### src/rtl/serial_servo_pkg.sv
// Shared definitions for the serial servo link: frame format and the
// receive control unit state encodings (values double as db_estado codes).
package serial_servo_pkg;

    localparam int unsigned DATA_BITS   = 7;
    localparam int unsigned PARITY_EVEN = 1;

    typedef enum logic [3:0] {
        S_INICIAL      = 4'h0,
        S_INICIO       = 4'h1,
        S_DADOS        = 4'h3,
        S_PARIDADE     = 4'h7,
        S_PARADA       = 4'hF,
        S_ARMAZENA     = 4'h5,
        S_ESPERA_LINHA = 4'hE
    } rx_state_e;

    localparam logic [3:0] DB_INVALIDO = 4'hD;

    // Raw fields captured while a frame is being shifted in
    typedef struct packed {
        logic [DATA_BITS-1:0] dado;
        logic                 paridade;
        logic                 parada;
    } rx_frame_t;

    function automatic logic [3:0] state_code(input rx_state_e s);
        case (s)
            S_INICIAL, S_INICIO, S_DADOS, S_PARIDADE,
            S_PARADA, S_ARMAZENA, S_ESPERA_LINHA: return 4'(s);
            default:                              return DB_INVALIDO;
        endcase
    endfunction

endpackage

### src/rtl/rx_bit_timer.sv
// Bit-period down-counter: load a value, get a one-cycle expiry pulse
// exactly load_val cycles after the load edge. Load values must be >= 1.
module rx_bit_timer #(
    parameter int unsigned W = 9
) (
    input  logic         clk,
    input  logic         rst_n,
    input  logic         load_i,
    input  logic [W-1:0] load_val_i,
    output logic         expire_o
);

    logic [W-1:0] cnt_q;
    logic         expire_q;

    // Counter parks at zero; the pulse is registered off the 1 -> 0 step
    always_ff @(posedge clk or negedge rst_n) begin
        if (!rst_n) begin
            cnt_q    <= '0;
            expire_q <= 1'b0;
        end else begin
            expire_q <= !load_i && (cnt_q == W'(1));
            if (load_i) begin
                cnt_q <= load_val_i;
            end else if (cnt_q != '0) begin
                cnt_q <= cnt_q - 1'b1;
            end
        end
    end

    assign expire_o = expire_q;

endmodule

### src/rtl/serial_servo_rx_uc.sv
// 7E1 asynchronous serial receiver with embedded Moore control unit and a
// tem_dado / recebe_dado handshake toward the command decoder.
module serial_servo_rx_uc
    import serial_servo_pkg::*;
#(
    parameter int unsigned CLKS_PER_BIT = 434
) (
    input  logic                 clock,
    input  logic                 reset,
    input  logic                 rx,
    input  logic                 recebe_dado,
    output logic [DATA_BITS-1:0] dado_recebido,
    output logic                 tem_dado,
    output logic                 fim_rx,
    output logic                 paridade_ok,
    output logic                 erro_framing,
    output logic                 overrun,
    output logic [3:0]           db_estado
);

    localparam int unsigned TW = $clog2(CLKS_PER_BIT);
    localparam int unsigned BW = (DATA_BITS > 1) ? $clog2(DATA_BITS) : 1;

    logic                 rx_meta_q, rx_s_q;
    rx_state_e            state_q, state_d;
    rx_frame_t            frame_q, frame_d;
    logic [BW-1:0]        bit_cnt_q, bit_cnt_d;
    logic [DATA_BITS-1:0] dado_q, dado_d;
    logic                 tem_q, tem_d;
    logic                 fim_q, fim_d;
    logic                 pok_q, pok_d;
    logic                 fe_q, fe_d;
    logic                 ovr_q, ovr_d;
    logic [3:0]           db_q, db_d;

    logic                 tmr_load;
    logic [TW-1:0]        tmr_val;
    logic                 tmr_exp;

    rx_bit_timer #(
        .W (TW)
    ) u_timer (
        .clk        (clock),
        .rst_n      (reset),
        .load_i     (tmr_load),
        .load_val_i (tmr_val),
        .expire_o   (tmr_exp)
    );

    // Line synchroniser presets to idle so reset never looks like a start bit
    always_ff @(posedge clock or negedge reset) begin
        if (!reset) begin
            rx_meta_q <= 1'b1;
            rx_s_q    <= 1'b1;
        end else begin
            rx_meta_q <= rx;
            rx_s_q    <= rx_meta_q;
        end
    end

    always_ff @(posedge clock or negedge reset) begin
        if (!reset) begin
            state_q   <= S_INICIAL;
            frame_q   <= '0;
            bit_cnt_q <= '0;
            dado_q    <= '0;
            tem_q     <= 1'b0;
            fim_q     <= 1'b0;
            pok_q     <= 1'b0;
            fe_q      <= 1'b0;
            ovr_q     <= 1'b0;
            db_q      <= 4'h0;
        end else begin
            state_q   <= state_d;
            frame_q   <= frame_d;
            bit_cnt_q <= bit_cnt_d;
            dado_q    <= dado_d;
            tem_q     <= tem_d;
            fim_q     <= fim_d;
            pok_q     <= pok_d;
            fe_q      <= fe_d;
            ovr_q     <= ovr_d;
            db_q      <= db_d;
        end
    end

    always_comb begin
        state_d   = state_q;
        frame_d   = frame_q;
        bit_cnt_d = bit_cnt_q;
        dado_d    = dado_q;
        tem_d     = tem_q;
        pok_d     = pok_q;
        fe_d      = fe_q;
        ovr_d     = ovr_q;
        tmr_load  = 1'b0;
        tmr_val   = TW'(CLKS_PER_BIT - 1);

        if (recebe_dado) begin
            tem_d = 1'b0;
        end

        case (state_q)
            S_INICIAL: begin
                if (!rx_s_q) begin
                    state_d  = S_INICIO;
                    tmr_load = 1'b1;
                    tmr_val  = TW'(CLKS_PER_BIT / 2 - 1);
                end
            end
            S_INICIO: begin
                if (tmr_exp) begin
                    if (!rx_s_q) begin
                        state_d   = S_DADOS;
                        tmr_load  = 1'b1;
                        bit_cnt_d = '0;
                    end else begin
                        state_d = S_INICIAL;
                    end
                end
            end
            S_DADOS: begin
                if (tmr_exp) begin
                    // LSB arrives first, so shift in at the top
                    frame_d.dado = {rx_s_q, frame_q.dado[DATA_BITS-1:1]};
                    bit_cnt_d    = bit_cnt_q + 1'b1;
                    tmr_load     = 1'b1;
                    if (bit_cnt_q == BW'(DATA_BITS - 1)) begin
                        state_d = S_PARIDADE;
                    end
                end
            end
            S_PARIDADE: begin
                if (tmr_exp) begin
                    frame_d.paridade = rx_s_q;
                    tmr_load         = 1'b1;
                    state_d          = S_PARADA;
                end
            end
            S_PARADA: begin
                if (tmr_exp) begin
                    frame_d.parada = rx_s_q;
                    state_d        = S_ARMAZENA;
                end
            end
            S_ARMAZENA: begin
                dado_d = frame_q.dado;
                pok_d  = ((^frame_q.dado) ^ frame_q.paridade) == ~1'(PARITY_EVEN);
                fe_d   = ~frame_q.parada;
                if (tem_q && !recebe_dado) begin
                    ovr_d = 1'b1;
                end
                tem_d   = 1'b1;
                state_d = frame_q.parada ? S_INICIAL : S_ESPERA_LINHA;
            end
            S_ESPERA_LINHA: begin
                if (rx_s_q) begin
                    state_d = S_INICIAL;
                end
            end
            default: begin
                state_d = S_INICIAL;
            end
        endcase

        fim_d = (state_d == S_ARMAZENA);
        db_d  = state_code(state_d);
    end

    assign dado_recebido = dado_q;
    assign tem_dado      = tem_q;
    assign fim_rx        = fim_q;
    assign paridade_ok   = pok_q;
    assign erro_framing  = fe_q;
    assign overrun       = ovr_q;
    assign db_estado     = db_q;

endmodule

### config.mk
export PLATFORM = sky130hd
export DESIGN_NAME = serial_servo_rx_uc
export DESIGN_NICKNAME = d
export VERILOG_FILES = /design/src/rtl/serial_servo_pkg.sv /design/src/rtl/rx_bit_timer.sv /design/src/rtl/serial_servo_rx_uc.sv
export SDC_FILE = /design/constraint.sdc
export NUM_CORES = 1
export LEC_CHECK = 0
export ABC_CLOCK_PERIOD_IN_PS = 1550
export CORE_UTILIZATION = 50
export DETAILED_ROUTE_END_ITERATION = 16
export PLACE_DENSITY = 0.82
export SLEW_MARGIN = 20
export SYNTH_ARGS = -nofsm -noshare
export SYNTH_HDL_FRONTEND = slang
export SYNTH_SLANG_ARGS = --single-unit
### constraint.sdc
create_clock -name clock -period 1.55 [get_ports clock]
set_input_delay 0.155 -clock clock [delete_from_list [all_inputs] [get_ports clock]]
set_output_delay 0.155 -clock clock [all_outputs]
set_load 0.01 [all_outputs]
; ---- After elaboration in Yosys (flattened, before gate mapping)
; Index checks and enable logic that the tools add are counted.
[op_classes]
add_sub_neg = 2
n_eq_ne = 17
n_mux = 25
bitwise_logic = 3
reduce_logical = 18
[op_table]
columns = op, count
row1 = $mux 4, 9
row2 = $mux 9, 4
row3 = $pmux 4 s7, 1
row4 = $eq 4x3->1 const B, 4
row5 = $eq 4x4->1 const B, 4
row6 = $eq 9x1->1 const B, 1
row7 = $mux 3, 3
row8 = $reduce_bool 9->1, 1
row9 = $sub 9x1->9 const B, 1
row10 = $eq 4x1->1 const B, 2
row11 = $eq 4x2->1 const B, 2
row12 = $logic_not 4->1, 2
row13 = $reduce_and 2->1, 4
row14 = $reduce_or 7->1, 1
row15 = $reduce_xor 7->1, 1
row16 = $pmux 3 s2, 1
row17 = $reduce_bool 2->1, 3
row18 = $mux 1, 5
row19 = $ne 2x1->1 const B, 2
row20 = $reduce_and 4->1, 1
row21 = $add 3x1->3 const B, 1
row22 = $eq 3x3->1 const B, 1
row23 = $pmux 1 s3, 1
row24 = $logic_and 1x1->1, 2
row25 = 6 further kinds, 8
[totals]
register_bits = 44
output_inout_bits = 16
elab_cells = 81

; ---- Depth between registers and ports, before layout
; Gate-level depths: netlist (run 1).
[logic_depth]
ltp_word = 7
ltp_mapped = 6
ltp_nobuf = 6

; ---- Cells and area by module
; A second synthesis (run 1) with hierarchy kept.
[hier_totals]
hier_cells = 194
hier_area_um2 = 2019.4
[modules_own_cells]
columns = module, instances, cells_per_inst, area_each_um2, seq_area_each_um2
row1 = serial_servo_rx_uc, 1, 136, 1477.7, 853.3
row2 = rx_bit_timer, 1, 58, 541.8, 250.2

; ---- Worst setup path before layout (run 1)
; Ideal clock, no wire load.
[synth_timing]
path_kind = flip-flop to flip-flop
startpoint = reg u_timer.cnt_q[5]
endpoint = reg u_timer.cnt_q[8]
setup_time_ps = 120
arrival_time_ps = 1535
path_slack_ps = -104
stages_incl_launch_ff = 4
n_path_buf = 0
period_less_slack_ps = 1654
cell_sequence = dfrtp_1 or4_4 or4_1 a31o_1
[synth_via]
elab_chain_cells = 3
[synth_lines]
columns = item, line
row1 = start: declaration, rx_bit_timer.sv:13  ; logic [W-1:0] cnt_q;
row2 = start signal: assignment, rx_bit_timer.sv:24  ; cnt_q <= load_val_i;
row3 = start signal: assignment, rx_bit_timer.sv:26  ; cnt_q <= cnt_q - 1'b1;
row4 = $sub 9x1->9, rx_bit_timer.sv:26
row5 = $mux 9, rx_bit_timer.sv:25  ; end else if (cnt_q != '0) begin
row6 = $mux 9, rx_bit_timer.sv:23  ; if (load_i) begin
; Several ways; a longest one is shown, not always the timed one. The select of a mux whose other input is x is not followed.
; A chain may end at the register's enable or synchronous reset.

; ---- Final worst setup path (run 1)
; Ends and elaborated chain as after synthesis.

==> metrics.md, run 1 <==
| Metric | Value |
|---|---|
| Pre-Repair DR Iteration Count | `4` |
| IO Port Bufs | `19` |
| Grt total ovfl | `0` |
| DIE HEIGHT | `65.2 microns` |
| Fmax | `0.591 GHz` |
| Reg2reg start | `u_timer.cnt_q[5]` |
| Main synth FF type | `dfrtp_1` |
| Inst Count DP | `262` |
| Hold WS | `0.283 ns` |
| Post-DP HPWL | `2870 microns` |
| CP Max Fanout | `3` |
| Failing checks | `negative setup slack` |
| WP data arrival | `1.88 ns` |
| Dpl cell area | `2470 sq um` |
| FP Rows | `22` |
| Reg2Reg Setup Slack | `-0.14 ns` |
| Clk slew on worst S/H paths | `0.08 ns` |
| Final setup fails | `4` |
| Yosys Warn Count | `0` |
| Clock Latency Late Sink | `0.29 ns` |
| Io pins | `20` |
| Final WL | `4130 microns` |
| Status | `finished with violations` |
| CTS Sinks | `44` |
| Hold worst-path end | `rx_meta_q` |
| Mapped Cells | `173` |
| Initial DRC Count | `103` |
| Share of synthesized registers carrying an async set or reset | `100%` |
| DRC | `0` |
| HP Class | `input pin to flip-flop` |
| Root Buffer | `clkbuf_8` |
| Leak | `1.25 nW` |
| Most frequent cells in the layout | `dfrtp_1 (42), buf_4 (30), clkdlybuf4s50_1 (18)` |
| Tmin final | `1.69 ns` |
| Synth-to-layout area growth | `36.9%` |
| RSZ-0062 raised after global routing | `true` |
| Syn Nets | `181` |
| Share of cells above drive strength 1 | `35.2%` |
| Final Hold Viols | `0` |
| Starting Density | `53.4%` |
| Antenna cells | `0` |
| Worst Setup Start Kind | `flip-flop` |
| Commonest non-fill, non-tap cell in the layout | `dfrtp_1` |
| CORE AREA | `3740 sq um` |
| Hold Path Depth | `1` |
| FF+latch count, synth | `44` |
| Crit. End Element | `flip-flop` |
| Non-Filler Instances | `278` |
| Max-Cap Viols | `0` |
| Avg Vias per Cell | `5.31` |
| Largest net degree at the start of global routing | `45` |
| CTS Buf Count | `5` |
| Pins Over Slew Limit | `0` |
| Setup WS pre-CTS | `-0.147 ns` |
| Die Wd | `65.2 microns` |
| Placer Congestion | `0.889` |
| Layout filler cell count | `258` |
| Hold Startpoint | `rx` |
| Worst-case clock buffer depth | `2` |
| Via Count | `1,477` |
| Die area | `4260 sq um` |
| Worst slew pin tran | `0.379 ns` |
| Register area share after synthesis | `55.2%` |
| CTS tree | `built` |
| Final period utilization | `109%` |
| Final worst setup slack | `-0.142 ns` |
| H-tree Lvls | `2` |
| Reg2Reg Depth | `3` |
| Routed WL per cell | `14.9 microns` |
| Peak VDD IR | `0.000841 V` |
| Clock Skew | `0.00465 ns` |
| Number of synthesized flops with an enable pin | `0` |
| Worst Path Class, Setup | `flip-flop to flip-flop` |
| Distinct cells, synth | `38` |
| Final ANT Viol Nets | `0` |
| Reg2reg end | `u_timer.cnt_q[8]` |
| Nets@finish | `237` |
| Pwr per Cell Area | `764 nW/um^2` |
| Synthesized area | `2000 sq um` |
| All-Layer GR Usage | `21.5%` |
| Initial antenna violation count | `0` |
| Max_slew headroom | `74.6%` |
| First-pass GRT wire length | `6850 microns` |
| WP data required | `1.74 ns` |
| Vias in the first global route | `1,546` |
| Syn Area/Cell | `11.6 sq um` |
| Post-route cell area | `2740 sq um` |
-- power breakdown --
part	switching, mW	internal [mW]
Combinational	0.0273	0.0172
Clock	0.368	0.526
Sequential	0.00105	1.15
Total	0.396	1.70
-- how the worst max path moves through the flow --
stage | from | endpoint | slack [ns]
final | u_timer.cnt_q[5] | u_timer.cnt_q[8] | -0.14
after global routing | u_timer.cnt_q[5] | u_timer.cnt_q[8] | -0.16
after CTS | u_timer.cnt_q[5] | u_timer.cnt_q[8] | -0.14
after detailed placement | u_timer.cnt_q[3] | u_timer.cnt_q[8] | -0.15
after global placement | u_timer.cnt_q[3] | u_timer.cnt_q[8] | -0.11
after floorplan | u_timer.cnt_q[5] | u_timer.cnt_q[8] | -0.10
-- cell usage after synthesis, types with 2 or more instances --
| library cell | instances | area, sq um |
|---|---|---|
| dfrtp_1 | 42 | 1050 |
| mux2_2 | 16 | 180 |
| o21ai_0 | 12 | 60.1 |
| inv_1 | 11 | 41.3 |
| nor2_1 | 11 | 41.3 |
| nand2_1 | 10 | 37.5 |
| xnor2_1 | 10 | 87.6 |
| a21oi_1 | 7 | 35.0 |
| nand3_1 | 6 | 30.0 |
| ha_1 | 4 | 50.1 |
| nor3b_1 | 4 | 30.0 |
| nor3_1 | 3 | 15.0 |
| o31ai_1 | 3 | 22.5 |
| or4_1 | 3 | 22.5 |
| a21o_1 | 2 | 15.0 |
| clkbuf_1 | 2 | 7.51 |
| dfstp_2 | 2 | 52.6 |
| nand2b_1 | 2 | 12.5 |
| nor2b_1 | 2 | 12.5 |
| nor4_2 | 2 | 25.0 |
| or3_1 | 2 | 12.5 |
-- cell type report --
cell class	instances	area, sq um	area share (%)
clock buffers	6	82.6	3.02
multi-input cells	114	940	34.3
flip-flops and latches	44	1100	40.3
inverters	11	41.3	1.51
repair buffers	53	472	17.2
well taps	48	60.1	2.19
clock inverters	2	38.8	1.42
-- what timing repair did --
item | 4_1_cts | 5_1_grt
pin swaps | 5 | 8
endpoints found under the hold margin | 42 | 0
buffers inserted | 3 | 4
hold buffers | 1 | 0
setup endpoints to repair | 13 | 10
gates cloned | 0 | 0
resized for setup | 9 | 9
-- logic make-up (layout without fill, tap and decap cells) --
| kind of cell | after synthesis | count (layout) | synth area share (%) |
|---|---|---|---|
| XOR/XNOR | 11 | 11 | 4.82 |
| AO/OA/AOI/OAI | 32 | 32 | 10.0 |
| buffers and inverters | 15 | 72 | 3.25 |
| flip-flops | 44 | 44 | 55.2 |
| AND/OR/NAND/NOR | 51 | 51 | 15.2 |
| adder cells (fa/ha/maj) | 4 | 4 | 2.50 |
| multiplexers | 16 | 16 | 9.01 |
-- metal layers --
layer,track usage [%],vias up,share of wire [%]
met4,8.70,0,1.6
met3,4.17,9,2.7
met2,39.9,22,56
met5,0,-,0
met1,23.7,728,40
li1,-,718,-
-- through the flow --
step | TNS, ns | util (%) | power (mW)
after floorplan | -0.160 | - | 1.18
after global placement | -0.400 | 65.9 | 1.22
after detailed placement | -1.04 | 65.9 | 1.22
after CTS | -0.218 | 71.1 | 2.12
after global routing | -0.479 | 73.1 | 2.16
final | -0.254 | 73.1 | 2.09
-- registers in the layout (all words and copies together) (netlist names) --
| name | cells |
|---|---|
| rx_s_q | 1 |
| frame_q | 9 |
| u_timer.expire_o | 1 |
| dado_recebido | 7 |
| state_q | 4 |
| overrun | 1 |
| db_estado | 4 |
| paridade_ok | 1 |
| bit_cnt_q | 3 |
| tem_dado | 1 |
| fim_rx | 1 |
| u_timer.cnt_q | 9 |
| rx_meta_q | 1 |
| erro_framing | 1 |
-- critical path, cell delays in order, from the launching register on --
cell and delay (ns):
dfrtp_1 0.39, or4_4 0.55, or4_1 0.42, a31o_1 0.23
Power figures use the tool's default switching activity.
==> run 2, diff against run 1 <==
--- a/config.mk
+++ b/config.mk
@@ -9,7 +9,7 @@
 export CORE_UTILIZATION = 50
 export DETAILED_ROUTE_END_ITERATION = 16
 export PLACE_DENSITY = 0.82
-export SLEW_MARGIN = 20
+export SLEW_MARGIN = 30
 export SYNTH_ARGS = -nofsm -noshare
 export SYNTH_HDL_FRONTEND = slang
 export SYNTH_SLANG_ARGS = --single-unit
==> results of run 2 <==
Final layout, timing and power as in run 1 (identical DEF).
==> run 3, diff against run 2 <==
--- a/config.mk
+++ b/config.mk
@@ -5,10 +5,10 @@
 export SDC_FILE = /design/constraint.sdc
 export NUM_CORES = 1
 export LEC_CHECK = 0
-export ABC_CLOCK_PERIOD_IN_PS = 1550
-export CORE_UTILIZATION = 50
+export ABC_CLOCK_PERIOD_IN_PS = 2100
+export CORE_UTILIZATION = 60
 export DETAILED_ROUTE_END_ITERATION = 16
-export PLACE_DENSITY = 0.82
+export PLACE_DENSITY = 0.91
 export SLEW_MARGIN = 30
 export SYNTH_ARGS = -nofsm -noshare
 export SYNTH_HDL_FRONTEND = slang
==> constraint.sdc (replaced) <==
create_clock -name clock -period 2.1 [get_ports clock]
set_input_delay 0.21 -clock clock [delete_from_list [all_inputs] [get_ports clock]]
set_output_delay 0.21 -clock clock [all_outputs]
set_load 0.01 [all_outputs]
==> run 3 against run 2 <==
- the flow now finishes without violations
- utilization up 1.8 points
- fmax down 14%
- power down 37%
- critical path depth up 2
- global-route usage up 5.3 points
- flip-flop and latch count unchanged
- clock-buffer cell count up 1
- non-clock buffer count down 28
- largest cell class unchanged
==> metrics.md, run 3 (synthesis results as in run 1) <==
| Metric | Value |
|---|---|
| CP Max Fanout | `5 (was 3)` |
| Final WL | `3970 microns (was 4130 microns)` |
| Synth-to-layout area growth | `16.3% (was 36.9%)` |
| Via Count | `1,438 (was 1,477)` |
| Final ANT Viol Nets | `0 (unchanged)` |
| Io pins | `20 (unchanged)` |
| Routed WL per cell | `16.1 microns (was 14.9 microns)` |
| Root Buffer | `clkbuf_4 (was clkbuf_8)` |
| Status | `finished clean (was finished with violations)` |
| Final period utilization | `93.6% (was 109%)` |
| Most frequent cells in the layout | `dfrtp_1 (42), clkdlybuf4s50_1 (18), mux2_2 (16) (was dfrtp_1 (42), buf_4 (30), clkdlybuf4s50_1 (18))` |
| Final Hold Viols | `0 (unchanged)` |
| Largest net degree at the start of global routing | `27 (was 45)` |
| Placer Congestion | `0.862 (was 0.889)` |
| Post-CTS Hold Fix Bufs | `1 (unchanged)` |
| Vias in the first global route | `1,515 (was 1,546)` |
| Pre-Repair DR Iteration Count | `4 (unchanged)` |
| Fmax | `0.509 GHz (was 0.591 GHz)` |
| Post-DP HPWL | `2770 microns (was 2870 microns)` |
| CORE AREA | `3100 sq um (was 3740 sq um)` |
| Clock Skew | `0.0215 ns (was 0.00465 ns)` |
| Share of cells above drive strength 1 | `18.8% (was 35.2%)` |
| Worst-case clock buffer depth | `2 (unchanged)` |
| Cts repair resizes | `0 (was 9)` |
| Die area | `3570 sq um (was 4260 sq um)` |
| Initial DRC Count | `83 (was 103)` |
| Avg Vias per Cell | `5.85 (was 5.31)` |
| CTS tree | `built (unchanged)` |
| Grt total ovfl | `0 (unchanged)` |
| Die Wd | `59.7 microns (was 65.2 microns)` |
| FP Rows | `20 (was 22)` |
| Starting Density | `64.4% (was 53.4%)` |
| Initial antenna violation count | `0 (unchanged)` |
| WP data arrival | `2.23 ns (was 1.88 ns)` |
| Final setup fails | `0 (was 4)` |
| CTS Sinks | `44 (unchanged)` |
| IO Port Bufs | `19 (unchanged)` |
| HP Class | `input pin to flip-flop (unchanged)` |
| Worst Setup Start Kind | `flip-flop (unchanged)` |
| H-tree Lvls | `2 (unchanged)` |
| Antenna cells | `0 (unchanged)` |
| Util after Layout | `75.0% (was 73.1%)` |
| Max_slew headroom | `58.4% (was 74.6%)` |
| RSZ-0062 raised after global routing | `false (was true)` |
| Worst slew pin tran | `0.617 ns (was 0.379 ns)` |
| Commonest non-fill, non-tap cell in the layout | `dfrtp_1 (unchanged)` |
| Pwr per Cell Area | `562 nW/um^2 (was 764 nW/um^2)` |
| Leak | `1.06 nW (was 1.25 nW)` |
| Worst Path Class, Setup | `flip-flop to flip-flop (unchanged)` |
| TNS Setup | `0 ns (was -0.254 ns)` |
| First-pass GRT wire length | `6820 microns (was 6850 microns)` |
| Clk slew on worst S/H paths | `0.13 ns (was 0.08 ns)` |
| Clock Latency Late Sink | `0.36 ns (was 0.29 ns)` |
| CTS Buf Count | `5 (unchanged)` |
| All-Layer GR Usage | `26.8% (was 21.5%)` |
| DIE HEIGHT | `59.7 microns (was 65.2 microns)` |
| Peak VDD IR | `0.000434 V (was 0.000841 V)` |
| Max-Cap Viols | `0 (unchanged)` |
| Post CTS Setup Buffer Count | `0 (was 3)` |
| Tmin final | `1.96 ns (was 1.69 ns)` |
| Crit. End Element | `flip-flop (unchanged)` |
| Layout filler cell count | `218 (was 258)` |
| WP data required | `2.36 ns (was 1.74 ns)` |
| Nets@finish | `209 (was 237)` |
| DRC | `0 (unchanged)` |
| Pins Over Slew Limit | `0 (unchanged)` |
==> run 3: cell types whose count changed in the layout (fill, tap and decap cells not counted), sizes merged <==
cell      change
clkinvlp      +1
clkbuf        +1
bufinv        -1
buf          -28
clkinv        -1
==> run 3: path summary, 6_finish.rpt <==
check | from | endpoint | slack (ns) | depth (start not counted)
max in group asynchronous | reset | rx_s_q | 1.07 | 3
setup reg to reg | u_timer.cnt_q[0] | u_timer.cnt_q[1] | 0.14 | 5
hold reg to reg | rx_meta_q | rx_s_q | 0.37 | 0
min in group asynchronous | reset | u_timer.cnt_q[4] | 0.30 | 2
setup / recovery | u_timer.cnt_q[0] | u_timer.cnt_q[1] | 0.14 | 5
hold / removal | rx | rx_meta_q | 0.25 | 1
==> run 3: area by class of cell <==
cell class / count / area (sq um) / area share (%)
Clock buffer: 7 / 55.1 / 2.37
Clock inverter: 1 / 7.51 / 0.323
Inverter: 11 / 41.3 / 1.78
Multi-Input combinational cell: 114 / 831 / 35.7
Sequential cell: 44 / 1100 / 47.4
Tap cell: 44 / 55.1 / 2.37
Timing Repair Buffer: 25 / 233 / 10.0
==> run 3: metal layers <==
metal	GRT usage [%]	part of all wire [%]
met5	0	0
met2	46.2	53
met3	7.36	4.1
met4	13.3	2.4
met1	30.4	40
==> run 3: where the power goes <==
part	internal, mW	total, mW	switching (mW)
Sequential	0.851	0.853	0.00234
Clock	0.164	0.429	0.265
Combinational	0.00757	0.0253	0.0178
Total	1.02	1.31	0.285
==> run 3: critical path, stage by stage, from the launching register on <==
cell      delay [ns]
dfrtp_1         0.45
inv_1           0.11
ha_1            0.23
nor3b_1         0.41
nand3_1         0.28
a211oi_1        0.38
==> run 3: through the flow <==
stage                     area, sq um  instances  setup WS [ns]  power, mW  hold WS (ns)
after floorplan                  2000        173          0.446      0.871       -0.0856
after global placement           2250        237          0.424      0.893         0.157
after detailed placement         2250        237          0.263      0.894         0.169
after CTS                        2330        246          0.195       1.32         0.237
after global routing             2330        246         0.0714       1.35         0.236
final                            2330        246          0.135       1.31         0.249
